<file path="src/rtl/riscv_crypto_fu_sha2_pipe_if.sv">
// riscv_crypto_fu_sha2_pipe_if: request/response bundle for the SHA-2 sigma/sum unit.
interface riscv_crypto_fu_sha2_pipe_if #(parameter int XLEN = 32);
    logic            flush, in_valid, in_ready, out_valid, out_ready, out_err, busy;
    logic [XLEN-1:0] rs1, rs2, out_rd;
    logic            op_ssha256_sig0, op_ssha256_sig1, op_ssha256_sum0, op_ssha256_sum1;
    logic            op_ssha512_sum0r, op_ssha512_sum1r, op_ssha512_sig0l, op_ssha512_sig0h;
    logic            op_ssha512_sig1l, op_ssha512_sig1h;
    logic            op_ssha512_sig0, op_ssha512_sig1, op_ssha512_sum0, op_ssha512_sum1;

    modport master (
        output flush, in_valid, rs1, rs2, out_ready,
               op_ssha256_sig0, op_ssha256_sig1, op_ssha256_sum0, op_ssha256_sum1,
               op_ssha512_sum0r, op_ssha512_sum1r, op_ssha512_sig0l, op_ssha512_sig0h,
               op_ssha512_sig1l, op_ssha512_sig1h,
               op_ssha512_sig0, op_ssha512_sig1, op_ssha512_sum0, op_ssha512_sum1,
        input  in_ready, out_valid, out_rd, out_err, busy
    );

    modport slave (
        input  flush, in_valid, rs1, rs2, out_ready,
               op_ssha256_sig0, op_ssha256_sig1, op_ssha256_sum0, op_ssha256_sum1,
               op_ssha512_sum0r, op_ssha512_sum1r, op_ssha512_sig0l, op_ssha512_sig0h,
               op_ssha512_sig1l, op_ssha512_sig1h,
               op_ssha512_sig0, op_ssha512_sig1, op_ssha512_sum0, op_ssha512_sum1,
        output in_ready, out_valid, out_rd, out_err, busy
    );
endinterface

</file>
<file path="src/rtl/riscv_crypto_fu_sha2_pipe.sv">
// riscv_crypto_fu_sha2_pipe: SHA-256/512 sigma/sum unit with a 1- or 2-stage
// valid/ready pipeline, flush and illegal-op reporting.
module riscv_crypto_fu_sha2_pipe #(
    parameter int XLEN      = 32,
    parameter int SHA256_EN = 1,
    parameter int SHA512_EN = 1,
    parameter int STAGES    = 1
) (
    input logic                       g_clk,
    input logic                       g_resetn,
    riscv_crypto_fu_sha2_pipe_if.slave f
);
    localparam logic E256 = SHA256_EN != 0;
    localparam logic E32  = SHA512_EN != 0 && XLEN == 32;
    localparam logic E64  = SHA512_EN != 0 && XLEN == 64;
    localparam logic [13:0] OP_EN = {{4{E64}}, {6{E32}}, {4{E256}}};

    function automatic logic [31:0] ror32(input logic [31:0] v, input int n);
        return (v >> n) | (v << (32 - n));
    endfunction

    function automatic logic [63:0] ror64(input logic [63:0] v, input int n);
        return (v >> n) | (v << (64 - n));
    endfunction

    logic [13:0]     op_in, s_op;
    logic            legal_in, s_legal, pv, rdy, up_busy, o_v, o_err, o_load;
    logic [XLEN-1:0] s_rs1, s_rs2, o_rd, res;
    logic [63:0]     x, y, r64, res64;
    logic [31:0]     x32, y32, r32;
    logic [31:0]     t [10];
    logic            unused_bits;

    assign op_in = {f.op_ssha512_sum1, f.op_ssha512_sum0, f.op_ssha512_sig1, f.op_ssha512_sig0,
                    f.op_ssha512_sig1h, f.op_ssha512_sig1l, f.op_ssha512_sig0h, f.op_ssha512_sig0l,
                    f.op_ssha512_sum1r, f.op_ssha512_sum0r,
                    f.op_ssha256_sum1, f.op_ssha256_sum0, f.op_ssha256_sig1, f.op_ssha256_sig0};
    assign legal_in = op_in != '0 && (op_in & (op_in - 14'd1)) == '0 && (op_in & ~OP_EN) == '0;

    generate
        if (STAGES == 2) begin : g_two
            logic            a_v, a_legal;
            logic [XLEN-1:0] a_rs1, a_rs2;
            logic [13:0]     a_op;
            always_ff @(posedge g_clk or negedge g_resetn) begin
                if (!g_resetn) begin
                    a_v     <= 1'b0;
                    a_legal <= 1'b0;
                    a_rs1   <= '0;
                    a_rs2   <= '0;
                    a_op    <= '0;
                end else if (f.flush) begin
                    a_v <= 1'b0;
                end else if (rdy) begin
                    a_v <= f.in_valid;
                    if (f.in_valid) begin
                        a_legal <= legal_in;
                        a_rs1   <= f.rs1;
                        a_rs2   <= f.rs2;
                        a_op    <= op_in;
                    end
                end
            end
            assign s_rs1   = a_rs1;
            assign s_rs2   = a_rs2;
            assign s_op    = a_op;
            assign s_legal = a_legal;
            assign pv      = a_v;
            assign up_busy = a_v;
            assign rdy     = !a_v || o_load;
        end else begin : g_one
            assign s_rs1   = f.rs1;
            assign s_rs2   = f.rs2;
            assign s_op    = op_in;
            assign s_legal = legal_in;
            assign pv      = f.in_valid;
            assign up_busy = 1'b0;
            assign rdy     = o_load;
        end
    endgenerate

    assign x   = 64'(s_rs1);
    assign y   = 64'(s_rs2);
    assign x32 = x[31:0];
    assign y32 = y[31:0];

    // Ops are one-hot when legal, so each result is masked by its op bit and OR-merged.
    always_comb begin
        t[0] = ror32(x32, 7) ^ ror32(x32, 18) ^ (x32 >> 3);
        t[1] = ror32(x32, 17) ^ ror32(x32, 19) ^ (x32 >> 10);
        t[2] = ror32(x32, 2) ^ ror32(x32, 13) ^ ror32(x32, 22);
        t[3] = ror32(x32, 6) ^ ror32(x32, 11) ^ ror32(x32, 25);
        t[4] = (x32 << 25) ^ (x32 << 30) ^ (x32 >> 28) ^ (y32 >> 7) ^ (y32 >> 2) ^ (y32 << 4);
        t[5] = (x32 << 23) ^ (x32 >> 14) ^ (x32 >> 18) ^ (y32 >> 9) ^ (y32 << 18) ^ (y32 << 14);
        t[6] = (x32 >> 1) ^ (x32 >> 7) ^ (x32 >> 8) ^ (y32 << 31) ^ (y32 << 25) ^ (y32 << 24);
        t[7] = (x32 >> 1) ^ (x32 >> 7) ^ (x32 >> 8) ^ (y32 << 31) ^ (y32 << 24);
        t[8] = (x32 << 3) ^ (x32 >> 6) ^ (x32 >> 19) ^ (y32 >> 29) ^ (y32 << 26) ^ (y32 << 13);
        t[9] = (x32 << 3) ^ (x32 >> 6) ^ (x32 >> 19) ^ (y32 >> 29) ^ (y32 << 13);
        r32 = '0;
        for (int i = 0; i < 10; i++) r32 = r32 | (t[i] & {32{s_op[i]}});
        r64 = ({64{s_op[10]}} & (ror64(x, 1) ^ ror64(x, 8) ^ (x >> 7)))
            | ({64{s_op[11]}} & (ror64(x, 19) ^ ror64(x, 61) ^ (x >> 6)))
            | ({64{s_op[12]}} & (ror64(x, 28) ^ ror64(x, 34) ^ ror64(x, 39)))
            | ({64{s_op[13]}} & (ror64(x, 14) ^ ror64(x, 18) ^ ror64(x, 41)));
        res64 = {{32{r32[31]}}, r32} | r64;
    end

    assign res         = s_legal ? res64[XLEN-1:0] : '0;
    assign unused_bits = ^{y[63:32], res64};
    assign o_load      = !o_v || f.out_ready;

    always_ff @(posedge g_clk or negedge g_resetn) begin
        if (!g_resetn) begin
            o_v   <= 1'b0;
            o_rd  <= '0;
            o_err <= 1'b0;
        end else if (f.flush) begin
            o_v <= 1'b0;
        end else if (o_load) begin
            o_v <= pv;
            if (pv) begin
                o_rd  <= res;
                o_err <= !s_legal;
            end
        end
    end

    assign f.in_ready  = !f.flush && rdy;
    assign f.out_valid = o_v;
    assign f.out_rd    = o_rd;
    assign f.out_err   = o_err;
    assign f.busy      = o_v || up_busy;
endmodule

</file>
<file path="src/flat_wrapper.sv">
// flat-port wrapper written by rule: the top's interface ports become plain ports
module riscv_crypto_fu_sha2_pipe_flat 
#(
    parameter int XLEN      = 32,
    parameter int SHA256_EN = 1,
    parameter int SHA512_EN = 1,
    parameter int STAGES    = 1
)
  (g_clk, g_resetn, f_flush, f_in_valid, f_rs1, f_rs2, f_out_ready, f_op_ssha256_sig0, f_op_ssha256_sig1, f_op_ssha256_sum0, f_op_ssha256_sum1, f_op_ssha512_sum0r, f_op_ssha512_sum1r, f_op_ssha512_sig0l, f_op_ssha512_sig0h, f_op_ssha512_sig1l, f_op_ssha512_sig1h, f_op_ssha512_sig0, f_op_ssha512_sig1, f_op_ssha512_sum0, f_op_ssha512_sum1, f_in_ready, f_out_valid, f_out_rd, f_out_err, f_busy);
  riscv_crypto_fu_sha2_pipe_if #(.XLEN(XLEN)) f_i ();
  input logic g_clk;
  input logic g_resetn;
  input wire logic [$bits(f_i.flush)-1:0] f_flush;
  input wire logic [$bits(f_i.in_valid)-1:0] f_in_valid;
  input wire logic [$bits(f_i.rs1)-1:0] f_rs1;
  input wire logic [$bits(f_i.rs2)-1:0] f_rs2;
  input wire logic [$bits(f_i.out_ready)-1:0] f_out_ready;
  input wire logic [$bits(f_i.op_ssha256_sig0)-1:0] f_op_ssha256_sig0;
  input wire logic [$bits(f_i.op_ssha256_sig1)-1:0] f_op_ssha256_sig1;
  input wire logic [$bits(f_i.op_ssha256_sum0)-1:0] f_op_ssha256_sum0;
  input wire logic [$bits(f_i.op_ssha256_sum1)-1:0] f_op_ssha256_sum1;
  input wire logic [$bits(f_i.op_ssha512_sum0r)-1:0] f_op_ssha512_sum0r;
  input wire logic [$bits(f_i.op_ssha512_sum1r)-1:0] f_op_ssha512_sum1r;
  input wire logic [$bits(f_i.op_ssha512_sig0l)-1:0] f_op_ssha512_sig0l;
  input wire logic [$bits(f_i.op_ssha512_sig0h)-1:0] f_op_ssha512_sig0h;
  input wire logic [$bits(f_i.op_ssha512_sig1l)-1:0] f_op_ssha512_sig1l;
  input wire logic [$bits(f_i.op_ssha512_sig1h)-1:0] f_op_ssha512_sig1h;
  input wire logic [$bits(f_i.op_ssha512_sig0)-1:0] f_op_ssha512_sig0;
  input wire logic [$bits(f_i.op_ssha512_sig1)-1:0] f_op_ssha512_sig1;
  input wire logic [$bits(f_i.op_ssha512_sum0)-1:0] f_op_ssha512_sum0;
  input wire logic [$bits(f_i.op_ssha512_sum1)-1:0] f_op_ssha512_sum1;
  output wire logic [$bits(f_i.in_ready)-1:0] f_in_ready;
  output wire logic [$bits(f_i.out_valid)-1:0] f_out_valid;
  output wire logic [$bits(f_i.out_rd)-1:0] f_out_rd;
  output wire logic [$bits(f_i.out_err)-1:0] f_out_err;
  output wire logic [$bits(f_i.busy)-1:0] f_busy;
  assign f_i.flush = f_flush;
  assign f_i.in_valid = f_in_valid;
  assign f_i.rs1 = f_rs1;
  assign f_i.rs2 = f_rs2;
  assign f_i.out_ready = f_out_ready;
  assign f_i.op_ssha256_sig0 = f_op_ssha256_sig0;
  assign f_i.op_ssha256_sig1 = f_op_ssha256_sig1;
  assign f_i.op_ssha256_sum0 = f_op_ssha256_sum0;
  assign f_i.op_ssha256_sum1 = f_op_ssha256_sum1;
  assign f_i.op_ssha512_sum0r = f_op_ssha512_sum0r;
  assign f_i.op_ssha512_sum1r = f_op_ssha512_sum1r;
  assign f_i.op_ssha512_sig0l = f_op_ssha512_sig0l;
  assign f_i.op_ssha512_sig0h = f_op_ssha512_sig0h;
  assign f_i.op_ssha512_sig1l = f_op_ssha512_sig1l;
  assign f_i.op_ssha512_sig1h = f_op_ssha512_sig1h;
  assign f_i.op_ssha512_sig0 = f_op_ssha512_sig0;
  assign f_i.op_ssha512_sig1 = f_op_ssha512_sig1;
  assign f_i.op_ssha512_sum0 = f_op_ssha512_sum0;
  assign f_i.op_ssha512_sum1 = f_op_ssha512_sum1;
  assign f_in_ready = f_i.in_ready;
  assign f_out_valid = f_i.out_valid;
  assign f_out_rd = f_i.out_rd;
  assign f_out_err = f_i.out_err;
  assign f_busy = f_i.busy;
  riscv_crypto_fu_sha2_pipe #(.XLEN(XLEN), .SHA256_EN(SHA256_EN), .SHA512_EN(SHA512_EN), .STAGES(STAGES)) u_core (.g_clk(g_clk), .g_resetn(g_resetn), .f(f_i));
endmodule
</file>
<file path="config.mk">
export PLATFORM = sky130hd
export DESIGN_NAME = riscv_crypto_fu_sha2_pipe_flat
export DESIGN_NICKNAME = d
export VERILOG_FILES = /design/src/rtl/riscv_crypto_fu_sha2_pipe_if.sv /design/src/rtl/riscv_crypto_fu_sha2_pipe.sv /design/src/flat_wrapper.sv
export SDC_FILE = /design/constraint.sdc
export NUM_CORES = 1
export LEC_CHECK = 0
export BUFFER_PORTS_ARGS = -buffer_cell sky130_fd_sc_hd__buf_2
export CAP_MARGIN = 20
export CELL_PAD_IN_SITES_DETAIL_PLACEMENT = 2
export CELL_PAD_IN_SITES_GLOBAL_PLACEMENT = 2
export CORE_UTILIZATION = 35
export CTS_CLUSTER_DIAMETER = 80
export CTS_CLUSTER_SIZE = 12
export DETAILED_ROUTE_END_ITERATION = 7
export PLACE_DENSITY_LB_ADDON = 0.1
export SYNTH_ARGS = -nofsm -noshare
export SYNTH_HDL_FRONTEND = slang
export SYNTH_SLANG_ARGS = --single-unit
</file>
<file path="constraint.sdc">
create_clock -name g_clk -period 2.6 [get_ports g_clk]
set_input_delay 0.26 -clock g_clk [delete_from_list [all_inputs] [get_ports g_clk]]
set_output_delay 0.26 -clock g_clk [all_outputs]
set_load 0.03 [all_outputs]
</file>
== After elaboration in Yosys (flattened, before gate mapping) ==
Index checks and enable logic that the tools add are counted.

* $lt $le $gt $ge: 0
* Reduce and logical (&&, ||, !) cells: 12
* Equal/unequal tests: 0
* $mul: 0
* Shifts and indexed selects: 0
* Multiplexer cells: 3
* Divide/modulo/power cells: 0
* Add/subtract/negate cells: 1
* Bitwise gates (word level): 83

{| class="wikitable"
|+ Operators with widths
! operator !! count
|-
| 32-bit XOR || 21
|-
| 32-bit AND || 14
|-
| 32-bit bitwise OR || 13
|-
| 32-bit by 25-bit XOR with 32-bit output || 2
|-
| 32-bit by 26-bit XOR with 32-bit output || 2
|-
| 32-bit two-way mux || 1
|-
| 10-bit by 32-bit bitwise OR with 32-bit output || 1
|-
| 13-bit by 32-bit bitwise OR with 32-bit output || 1
|-
| 14-bit by 32-bit bitwise OR with 32-bit output || 1
|-
| 15-bit by 32-bit bitwise OR with 32-bit output || 1
|-
| 19-bit by 32-bit bitwise OR with 32-bit output || 1
|-
| 21-bit by 32-bit bitwise OR with 32-bit output || 1
|-
| 25-bit by 32-bit bitwise OR with 32-bit output || 1
|-
| 26-bit by 32-bit bitwise OR with 32-bit output || 1
|-
| 30-bit by 32-bit bitwise OR with 32-bit output || 1
|-
| 7-bit by 32-bit bitwise OR with 32-bit output || 1
|-
| 13-bit by 32-bit XOR with 32-bit output || 1
|-
| 32-bit by 13-bit XOR with 32-bit output || 1
|-
| 32-bit by 14-bit XOR with 32-bit output || 1
|-
| 32-bit by 18-bit XOR with 32-bit output || 1
|-
| 32-bit by 22-bit XOR with 32-bit output || 1
|-
| 32-bit by 23-bit XOR with 32-bit output || 1
|-
| 32-bit by 29-bit XOR with 32-bit output || 1
|-
| 32-bit by 3-bit XOR with 32-bit output || 1
|-
| other kinds (22) || 28
|}

* Register bits: 34
* ROM bits: 0
* Memory bits (writable): 0
* Memories kept: 0
* Bits in latches: 0
* Output and inout port bits: 36
* Bits of input ports: 83
* Word-level logic and storage cells: 102

== Longest topological paths before layout ==
* Depth after elaboration: 15
* Gate-level depth with buffers: 8
* Depth with buffers taken out: 5

== Worst setup path after synthesis ==
Ideal clock, no wire load.

* Path kind: flip-flop to flip-flop
* Start: register u_core.o_v (netlist: u_core.f.busy)
* End: register u_core.o_rd[3] (netlist: u_core.f.out_rd[3])
* Data arrival time: 1937 ps
* Data required time: 2461 ps
* Buffers on the path: 3
* Path slack: 524 ps
* Stages on the path, launching flop included: 8
* Period minus slack after synthesis: 2076 ps
* Setup time: 139 ps
* Path through: dfrtp_1 -> nor2b_1 -> or3b_1 -> clkbuf_1 -> clkbuf_1 -> clkbuf_1 -> a221oi_1 -> a22oi_1

* Cells in the longest elaborated chain, start to end: 3

{| class="wikitable"
|+ Ends and longest elaborated chain
! element !! RTL line !! text
|-
| start: declaration || riscv_crypto_fu_sha2_pipe.sv:27 || <nowiki>logic legal_in, s_legal, pv, rdy, up_busy, o_v, o_err, o_load;</nowiki>
|-
| start signal: assignment || riscv_crypto_fu_sha2_pipe.sv:120 || <nowiki>o_v <= pv;</nowiki>
|-
| 1-bit logical NOT || riscv_crypto_fu_sha2_pipe.sv:110 || <nowiki>assign o_load = !o_v || f.out_ready;</nowiki>
|-
| 1-bit logical OR || riscv_crypto_fu_sha2_pipe.sv:110 ||
|-
| 3-bit AND reduction (no line) || n/a ||
|-
| end signal: assignment || riscv_crypto_fu_sha2_pipe.sv:122 || <nowiki>o_rd <= res;</nowiki>
|-
| end: declaration || riscv_crypto_fu_sha2_pipe.sv:28 || <nowiki>logic [XLEN-1:0] s_rs1, s_rs2, o_rd, res;</nowiki>
|}

No other way between the ends.
A chain may end at the register's enable or synchronous reset.

== Worst setup path in the final report ==
* Start: register u_core.o_v (netlist: u_core.f.busy)
* End: register u_core.o_rd[8] (netlist: u_core.f.out_rd[8])

Same word-level chain as after synthesis.

==> out/qor.csv <==
stage;metric;value;unit
run_status;status;finished, final reports clean;
clock_tree;cts_tree;built;
clock_tree;cts_setup_buffers;0;
grt;use_met1;52.24;%
placement;routabilityCongestion;0.9554;
finish;syn2layout_area_growth;11.77;%
finish;layout.nets;1058;
clock_tree;cts.sinks;34;
worst_setup_path;path_class;flop to flop;
finish;antenna_cells;0;
sta;hold_violations;0;
routing;routed_via_density;6.466;
routing;drt-total-wl;42550;µm
hold_path;hp-class;input pin to asynchronous set/reset pin;
routing;drc_errors;0;
grt;met2_usage;59.77;%
grt;grt_pass1_vias;8502;
yosys;synth_top_flop_cell;dfrtp_1;
routing;routedWlPerCell;34.01;µm
clock_tree;clockBufferDepth;2;
yosys;syn_inst;941;
grt;grt_pass1_wl;60890;µm
floorplan;die_h;148.6;µm
finish;drive_gt1_share;18.24;%
worst_setup_path;critPathLaunchType;flop;
sta;tns;0;ns
worst_setup_path;max_stage_delay;0.50;ns
clock_tree;h-tree-depth;2;
sta;rsz0062_at_grt;no;
grt;top_usage_layer;met2;
floorplan;io_pins;119;
worst_setup_path;cp_max_fo;42;
sta;skew;0.005347;ns
clock_tree;hold_buffers;0;
worst_setup_path;path_cells;nor2b_1 > or3b_1 > buf_4 > a222oi_1 > o211a_1 > a22oi_1;
yosys;async_flop_share;100.0;%
routing;drt_pass1_iterations;6;
placement;port_buffers;118;
power;power_density;397.2;nW/µm²
yosys;synth_edf_count;0;
worst_setup_path;critPathTopFamily;compound AO/OA/AOI/OAI gates;
placement;hpwlAfterDp;30760;µm
sta;max_freq;428.9;MHz
grt;grt_usage;38.90;%
clock_tree;clkLatencyLatePin;0.29;ns
yosys;synth_cell_types;53;
grt;grt_max_degree;43;
yosys;synth_area;7526;µm²
sta;max_slew_margin;34.85;%
power;ir_drop;0.0002080;V
floorplan;rows;53;
power;p_leak;0.003211;µW
routing;final_antenna_net_count;0;
worst_setup_path;crit_buf_inv;1;
finish;layout_commonest_cell;xnor2_1;
worst_setup_path;cp-end-kind;flop;
flow_run;maxCapViolations;0;
yosys;synth-seq-area-share;11.31;%
yosys;ys_ff_latch;34;
routing;drt_iter0_markers;823;
floorplan;core;21020;µm²
floorplan;die_w;148.6;µm
yosys;syn_area_per_cell;7.998;µm²
floorplan;fp.dieArea;22090;µm²
yosys;yosys_warnings;0;
grt;use_met3;6.963;%
sta;hold_ws;0.1212;ns
finish;layout_common_cells;362 x xnor2_1, 118 x buf_2, 69 x a22oi_1, 61 x nand2_1, 52 x xor2_1;
sta;setup_viol;0;
sta;layout_worst_path_cycle_share;89.68;%
routing;vias;8089;
sta;post-route-min-period;2.332;ns
floorplan;start_util;35.80;%
worst_setup_path;arrival;2.48;ns
grt;grt_overflow;0;
grt;antenna_found_initial;3;
worst_setup_path;crit_path_top_delay_cell;or3b_1;
sta;drv_slew;0;
worst_setup_path;crit_required;2.75;ns
clock_tree;clk_pin_slew;0.06;ns
sta;tightest_slew;0.9773;ns
clock_tree;cts_buffers;5;
clock_tree;clock-root-buffer;clkbuf_16;
clock_tree;cts.repair.resized;0;
yosys;synth_nets;1024;
==> where the power goes <==
group          internal (µW)  switching, µW  leakage (µW)  total [µW]
sequential               530          0.631      0.000469         531
combinational            838           1240       0.00266        2080
clock                    455            275     0.0000781         730
total                   1820           1520       0.00321        3340
==> registers in the layout (all words and copies together) (netlist names) <==
register / cells
u_core.f.out_rd: 32
u_core.f.busy: 1
u_core.f.out_err: 1
==> worst register-to-register path: cells and delay by family (launching register included) <==
kind | cells | cell delay [ns]
AO/OA/AOI/OAI | 3 | 0.79
AND/OR/NAND/NOR | 2 | 0.66
flip-flops | 1 | 0.38
buffers and inverters | 1 | 0.36
==> routing by layer <==
layer / vias to the layer above / part of all wire, %
li1: 3298 / -
met5: - / 0.063
met2: 541 / 44
met3: 116 / 10
met1: 4130 / 41
met4: 4 / 4.8
==> worst paths after layout <==
kind                                startpoint                   to  slack [ns]  cells after the start
setup reg to reg                 u_core.f.busy   u_core.f.out_rd[8]        0.27                      6
hold reg to reg            u_core.f.out_rd[25]  u_core.f.out_rd[25]        0.48                      2
setup / recovery                 u_core.f.busy   u_core.f.out_rd[8]        0.27                      6
max in group asynchronous             g_resetn  u_core.f.out_rd[10]        1.87                      1
min in group g_clk                     f_flush        u_core.f.busy        0.14                      2
hold / removal                        g_resetn  u_core.f.out_rd[28]        0.12                      1
==> synthesized netlist by cell type, types with 2 or more instances <==
library cell / count / area (µm²)
dfrtp_1: 34 / 850.8
nand2_1: 61 / 229.0
xor2_1: 52 / 455.4
nor4bb_1: 2 / 20.02
a211o_1: 2 / 17.52
buf_1: 5 / 18.77
nor3_1: 5 / 25.02
and4b_1: 7 / 70.07
o2111a_1: 2 / 22.52
nor3b_1: 2 / 15.01
buf_6: 3 / 33.78
nor4_1: 3 / 18.77
o21ai_0: 17 / 85.08
inv_1: 11 / 41.29
a2bb2oi_1: 5 / 43.79
a32oi_1: 12 / 105.1
a221oi_1: 23 / 201.4
a22oi_1: 69 / 518.0
a22o_1: 15 / 131.4
and3_1: 5 / 31.28
a21oi_1: 12 / 60.06
o22ai_1: 6 / 37.54
or2_2: 3 / 18.77
clkbuf_1: 87 / 326.6
nand2b_1: 2 / 12.51
o211ai_1: 4 / 30.03
xnor2_1: 362 / 3171
xnor3_1: 5 / 112.6
buf_2: 40 / 200.2
and4_1: 9 / 78.83
nand4_1: 7 / 43.79
o221a_2: 2 / 22.52
a222oi_1: 21 / 210.2
nand3_1: 4 / 20.02
nor2_1: 24 / 90.09
==> logic make-up (layout without fill, tap and decap cells) <==
| group | Yosys count | in the layout | synth area share, % |
|---|---|---|---|
| AOI/OAI and AO/OA | 199 | 199 | 20.80 |
| DFF | 34 | 34 | 11.31 |
| xor gates and xnor gates | 419 | 419 | 49.68 |
| buffers and inverters | 147 | 182 | 8.346 |
| and+or+nand+nor | 141 | 141 | 9.743 |
| muxes | 1 | 1 | 0.1330 |
==> final cells by class <==
cell class | instances | area [µm²]
Clock inverter | 1 | 30.03
Sequential cell | 34 | 850.8
Inverter | 11 | 41.29
Tap cell | 275 | 344.1
Fill cell | 2453 | 12610
Clock buffer | 7 | 132.6
Timing Repair Buffer | 163 | 965.9
Multi-Input combinational cell | 760 | 6047
==> stage by stage <==
| step | worst slack (ns) | util, % | total power (µW) | instances | area [µm²] |
|---|---|---|---|---|---|
| 4_1_cts | 0.2846 | 40.02 | 3309 | 1251 | 8412 |
| 2_1_floorplan | 0.5242 | - | 1934 | 941 | 7526 |
| 3_5_place_dp | 0.2976 | 39.24 | 2558 | 1243 | 8249 |
| 6_report | 0.2684 | 40.02 | 3341 | 1251 | 8412 |
| 3_3_place_gp | 0.3203 | 39.24 | 2510 | 1243 | 8249 |
| 5_1_grt | 0.2072 | 40.02 | 3457 | 1251 | 8412 |
No activity file was read; power rests on OpenSTA's default activity.
